===== src/rtl/minas_pkg.sv =====
// minas_pkg: shared state encoding and neighbour offset table for the mine scanner
package minas_pkg;
  typedef enum logic [1:0] {IDLE, CHECK, SCAN, DONE} scan_state_t;
  localparam logic signed [1:0] NBR_DX [8] = '{-2'sd1, -2'sd1, -2'sd1, 2'sd0, 2'sd0, 2'sd1, 2'sd1, 2'sd1};
  localparam logic signed [1:0] NBR_DY [8] = '{-2'sd1, 2'sd0, 2'sd1, -2'sd1, 2'sd1, -2'sd1, 2'sd0, 2'sd1};
endpackage


===== src/rtl/mine_cell_lookup.sv =====
// mine_cell_lookup: reads one cell of a mine grid from signed coordinates, with range check or toroidal wrap
module mine_cell_lookup #(
  parameter int ROWS = 8,
  parameter int COLS = 8,
  parameter int WRAP = 0,
  parameter int W = 9
) (
  input  logic signed [W-1:0]      row,
  input  logic signed [W-1:0]      col,
  input  logic [ROWS-1:0][COLS-1:0] grid,
  output logic                     mine
);
  logic signed [31:0] r, c;
  logic ok;
  logic [ROWS*COLS-1:0] sh;
  always_comb begin
    r = 32'(row);
    c = 32'(col);
    // neighbour coordinates only ever step one past an edge, so a single add/subtract is a full mod
    if (WRAP != 0) begin
      r = r < 0 ? r + ROWS : (r >= ROWS ? r - ROWS : r);
      c = c < 0 ? c + COLS : (c >= COLS ? c - COLS : c);
    end
    ok = r >= 0 && r < ROWS && c >= 0 && c < COLS;
    sh = grid >> (ok ? r * COLS + c : 0);
    mine = ok & sh[0];
  end
endmodule


===== src/rtl/mine_neighbour_scanner.sv =====
// mine_neighbour_scanner: checks one grid cell for a mine and counts mined neighbours, one neighbour per clock
module mine_neighbour_scanner
  import minas_pkg::*;
#(
  parameter int ROWS = 8,
  parameter int COLS = 8,
  parameter int COORD_W = 8,
  parameter int WRAP = 0,
  parameter int EARLY_EXIT = 0
) (
  input  logic                      clk,
  input  logic                      rst_n,
  input  logic                      req,
  input  logic [COORD_W-1:0]        x,
  input  logic [COORD_W-1:0]        y,
  input  logic [ROWS-1:0][COLS-1:0] grid_mines_in,
  output logic                      busy,
  output logic                      valid,
  output logic                      bomb,
  output logic                      in_range,
  output logic [3:0]                adj_count
);
  localparam int W = COORD_W + 1;
  scan_state_t state, nxt;
  logic [COORD_W-1:0] cx, cy;
  logic [ROWS-1:0][COLS-1:0] snap;
  logic [2:0] k;
  logic [3:0] acc;
  logic c_in, c_bomb, centre_in, centre_mine, nbr, skip, fin;
  logic signed [W-1:0] nr, nc;
  assign centre_in = 32'(cx) < ROWS && 32'(cy) < COLS;
  assign nr = $signed({1'b0, cx}) + W'(NBR_DX[k]);
  assign nc = $signed({1'b0, cy}) + W'(NBR_DY[k]);
  // the centre verdict is registered in CHECK, so an early exit leaves from the first SCAN cycle
  assign skip = !c_in || (EARLY_EXIT != 0 && c_bomb);
  assign fin = state == SCAN && (skip || k == 3'd7);
  assign busy = state != IDLE;
  mine_cell_lookup #(.ROWS(ROWS), .COLS(COLS), .WRAP(WRAP), .W(W)) u_centre (
    .row($signed({1'b0, cx})), .col($signed({1'b0, cy})), .grid(snap), .mine(centre_mine)
  );
  mine_cell_lookup #(.ROWS(ROWS), .COLS(COLS), .WRAP(WRAP), .W(W)) u_nbr (
    .row(nr), .col(nc), .grid(snap), .mine(nbr)
  );
  always_comb begin
    nxt = state;
    nxt = state == IDLE ? (req ? CHECK : IDLE) : state == CHECK ? SCAN : state == SCAN ? (fin ? DONE : SCAN) : IDLE;
  end
  always_ff @(posedge clk) begin
    if (!rst_n) begin
      state <= IDLE;
      cx <= '0;
      cy <= '0;
      snap <= '0;
      k <= '0;
      acc <= '0;
      c_in <= 1'b0;
      c_bomb <= 1'b0;
      valid <= 1'b0;
      bomb <= 1'b0;
      in_range <= 1'b0;
      adj_count <= '0;
    end else begin
      state <= nxt;
      valid <= fin;
      if (state == IDLE && req) begin
        cx <= x;
        cy <= y;
        snap <= grid_mines_in;
        k <= '0;
        acc <= '0;
      end
      if (state == CHECK) begin
        c_in <= centre_in;
        c_bomb <= centre_in & centre_mine;
      end
      if (state == SCAN) begin
        k <= k + 3'd1;
        acc <= acc + {3'b0, nbr};
      end
      if (fin) begin
        bomb <= c_bomb;
        in_range <= c_in;
        adj_count <= skip ? 4'd0 : acc + {3'b0, nbr};
      end
    end
  end
endmodule


===== config.mk =====
export PLATFORM = sky130hd
export DESIGN_NAME = mine_neighbour_scanner
export DESIGN_NICKNAME = d
export VERILOG_FILES = /design/src/rtl/minas_pkg.sv /design/src/rtl/mine_cell_lookup.sv /design/src/rtl/mine_neighbour_scanner.sv
export SDC_FILE = /design/constraint.sdc
export NUM_CORES = 1
export LEC_CHECK = 0
export BUFFER_PORTS_ARGS = -buffer_cell sky130_fd_sc_hd__buf_4
export CAP_MARGIN = 10
export CORE_UTILIZATION = 38
export CTS_BUF_LIST = sky130_fd_sc_hd__clkbuf_2
export DETAILED_ROUTE_END_ITERATION = 10
export GPL_TIMING_DRIVEN = 1
export HOLD_SLACK_MARGIN = 0.1
export PLACE_DENSITY_LB_ADDON = 0.25
export SETUP_SLACK_MARGIN = 0.15
export SYNTH_ARGS = -nofsm -noshare
export SYNTH_HDL_FRONTEND = slang
export SYNTH_SLANG_ARGS = --single-unit
export TNS_END_PERCENT = 100

===== constraint.sdc =====
create_clock -name clk -period 7.1 [get_ports clk]
set_input_delay 0.71 -clock clk [delete_from_list [all_inputs] [get_ports clk]]
set_output_delay 0.71 -clock clk [all_outputs]
set_load 0.005 [all_outputs]

==> summary.md <==
| Metric | Value |
|---|---|
| Final TNS setup | `0 ps` |
| Post-synthesis register bit count | `98` |
| Reg-to-Reg End | `adj_count[2]` |
| Mux contribution to synthesized area | `7.245%` |
| EDFF count, synth | `0` |
| Synth top cells by count | `235 x nand2_1, 125 x a21oi_1, 98 x dfxtp_1, 38 x ha_1, 34 x clkbuf_1` |
| Full die area | `17520 um^2` |
| Minimum clock period | `5928 ps` |
| Synthesized instance count | `838` |
| Pwr per Cell Area | `193.6 nW/um^2` |
| Slew @ Worst Pin | `1086 ps` |
| Prevailing post-synth register cell | `dfxtp_1` |
| Drt drc | `0` |
| CP bufs+invs | `2` |
| Htree depth | `3` |
| I/O pin total | `91` |
| Vias/cell | `5.433` |
| Top delay family on crit path | `compound AO/OA/AOI/OAI gates` |
| Syn Nets | `962` |
| Max Slew Vio Count | `0` |
| Largest net degree at the start of global routing | `97` |
| Gpl congestion | `0.9115` |
| Final core utilization | `44.34%` |
| GRT overflow | `0` |
| Post-CTS setup buffer count | `0` |
| CP most frequent cell | `ha_1` |
| Total track usage | `20.70%` |
| Slew HR | `27.58%` |
| Setup Skew | `23.22 ps` |
| Iteration-0 DRC Markers | `433` |
| Type of element launching the critical path | `flip-flop` |
| Max-cap viol count | `0` |
| Share of the synthesized area in the top cell type | `30.38%` |
| Top-count cell post-synth | `nand2_1` |
| Fillers | `1752` |
| Yosys top cell by area | `dfxtp_1` |
| CTS tree | `done` |
| Clock-pin transition on the worst setup and hold timing paths | `270 ps` |
| Initial antenna violation count | `1` |
| Vias in the first global route | `5530` |
| Critical path class | `reg -> reg` |
| Synth Area in Adders | `8.291%` |
| Max Fclk | `0.1687 GHz` |
| Final setup violation count | `0` |
| CP Data Arrival Time | `6490 ps` |
| Cts repair resizes | `0` |
| Layout area overhead | `13.85%` |
| Area fraction in compound gates after synthesis | `21.60%` |
| Max rail drop VDD | `0.08417 mV` |
| Max clock buf depth | `2` |
| CTS root buffer | `clkbuf_2` |
| CP max stage delay | `530 ps` |
| WL/cell | `15.84 um` |
| Hold EP | `snap[53]` |
| Drt first pass iters | `5` |
| Outcome | `complete, no violations` |
| Number of core rows | `47` |
| Worst Hold Class | `in -> reg` |
| CP endpoint kind | `flip-flop` |
| Nets | `1015` |
| Clock Latency Late Sink | `620 ps` |
| Syn avg cell area | `7.707 um^2` |
| Core Footprint | `16580 um^2` |
| Hold Path Depth | `3` |
| Final period util | `83.49%` |
| Multi-input logic area | `4138 um^2` |
| Worst EP required | `7660 ps` |
| Sequential-to-total area share from yosys stat | `30.38%` |
| Hold Crit Start | `grid_mines_in[53]` |
| Launch point of the worst reg-to-reg path | `k[0]` |
| Share of layout cells above drive strength 1 | `17.08%` |
| Initial core utilization | `38.95%` |
| Num CTS Buffers | `9` |
| Via count | `6069` |
| Post-DP HPWL | `13200 um` |
| Critical Path Slowest Stage Cell | `a2111oi_0` |
| Port Buffers | `90` |
| WL final | `17690 um` |
| Simple-gate area share of the yosys netlist | `23.89%` |
| Global-route wire length before repair | `28740 um` |
| Final Hold Fails | `0` |
| Vert. Die Dim | `132.4 um` |
| Cell variety after synth | `80` |
| Fraction of registers with async set/reset | `0%` |
| Crit Path Max Fanout | `24` |
| Main area contributors after synthesis | `dfxtp_1 30%, nand2_1 14%, a21oi_1 9.7%, ha_1 7.4%, mux4_2 4.2%` |
| R2R depth | `25` |
| P_leak | `0.002948 uW` |
| Hold Buf Count CTS | `0` |
| Die width | `132.4 um` |
| Xor/xnor share of the synthesized area | `2.983%` |
| Flop-to-flop setup slack | `1170 ps` |
| Ys Warns | `0` |
| Post-route ant nets | `0` |
| RSZ-0062 raised after global routing | `false` |
| Main combinational cell family by area after synthesis | `simple AND/OR/NAND/NOR gates` |
| TritonCTS Sinks | `98` |
| Cell Area, Synth | `6459 um^2` |
| FF/Latch Area | `1962 um^2` |
worst max path at each step:
stage	slack (ps)	to	startpoint	depth (start not counted)
floorplan	1590	adj_count[2]	k[0]	26
global placement	1380	adj_count[2]	k[0]	25
detailed placement	1210	adj_count[2]	k[0]	25
CTS	1150	adj_count[2]	k[0]	25
global route	610	adj_count[2]	k[0]	25
finish	1170	adj_count[2]	k[0]	25
flip-flops by register name, indices dropped and copies added (netlist names):
register	flops
cy	8
state	2
c_bomb	1
k	3
c_in	1
cx	8
valid	1
in_range	1
bomb	1
adj_count	4
acc	4
snap	64
cell usage in the layout (no fill, tap or decap), drive strengths merged, types with 6 or more instances in the layout:
master | synthesis | layout
a2111oi | 6 | 6
a211oi | 6 | 6
a21o | 6 | 6
a21oi | 126 | 126
a31oi | 9 | 9
and3 | 7 | 7
buf | 20 | 96
clkbuf | 34 | 9
dfxtp | 98 | 98
ha | 38 | 38
inv | 28 | 31
mux2 | 6 | 6
mux2i | 13 | 13
mux4 | 12 | 12
nand2 | 236 | 236
nand2b | 6 | 6
nand3 | 17 | 17
nand4 | 7 | 7
nor2 | 27 | 27
nor2b | 6 | 6
nor3 | 11 | 11
o21ai | 10 | 10
o221ai | 7 | 7
xnor2 | 13 | 13
xor2 | 9 | 9
where the power goes:
group / internal [uW] / switching (uW) / total (uW)
Clock: 120 / 201 / 321
Sequential: 581 / 38.2 / 619
Combinational: 207 / 276 / 483
worst min-delay path, stage by stage:
cell,delay (ps)
buf_4,110
nand2_1,40
a21oi_1,50
routing by layer:
layer	GRT usage, %	share of wire (%)	up-vias	routed length [um]
li1	-	-	3055	-
met1	27.15	46	2839	8135
met2	32.63	46	135	8182
met3	4.075	4.3	40	752
met4	9.770	3.5	0	619
met5	0	0	-	0
cell type report:
cell class                      count  area share [%]
Inverter                           29           1.480
Multi-Input combinational cell    657           56.27
Tap cell                          220           3.743
Antenna cell                        1         0.03403
Sequential cell                    98           26.68
Clock inverter                      7           1.378
Timing Repair Buffer               96           9.801
Clock buffer                        9          0.6126
kinds of logic after synthesis:
group / count (synthesis)
AOI/OAI and AO/OA: 218
xor gates and xnor gates: 22
adders and majority gates: 41
buffers and inverters: 83
DFF: 98
muxes: 31
and+or+nand+nor: 345
metrics by stage:
step           total power [uW]  hold WS [ps]  area (um^2)  worst slack, ps  instances
4_1_cts                    1436         227.9         7351             1149       1116
2_1_floorplan             976.9         436.3         6459             1595        838
3_5_place_dp               1109         450.7         7204             1206       1100
6_report                   1423         287.1         7353             1172       1117
5_1_grt                    1516         210.0         7353            613.4       1117
3_3_place_gp               1107         447.1         7204             1380       1100
Note: power is estimated with default switching activity, not from simulation.
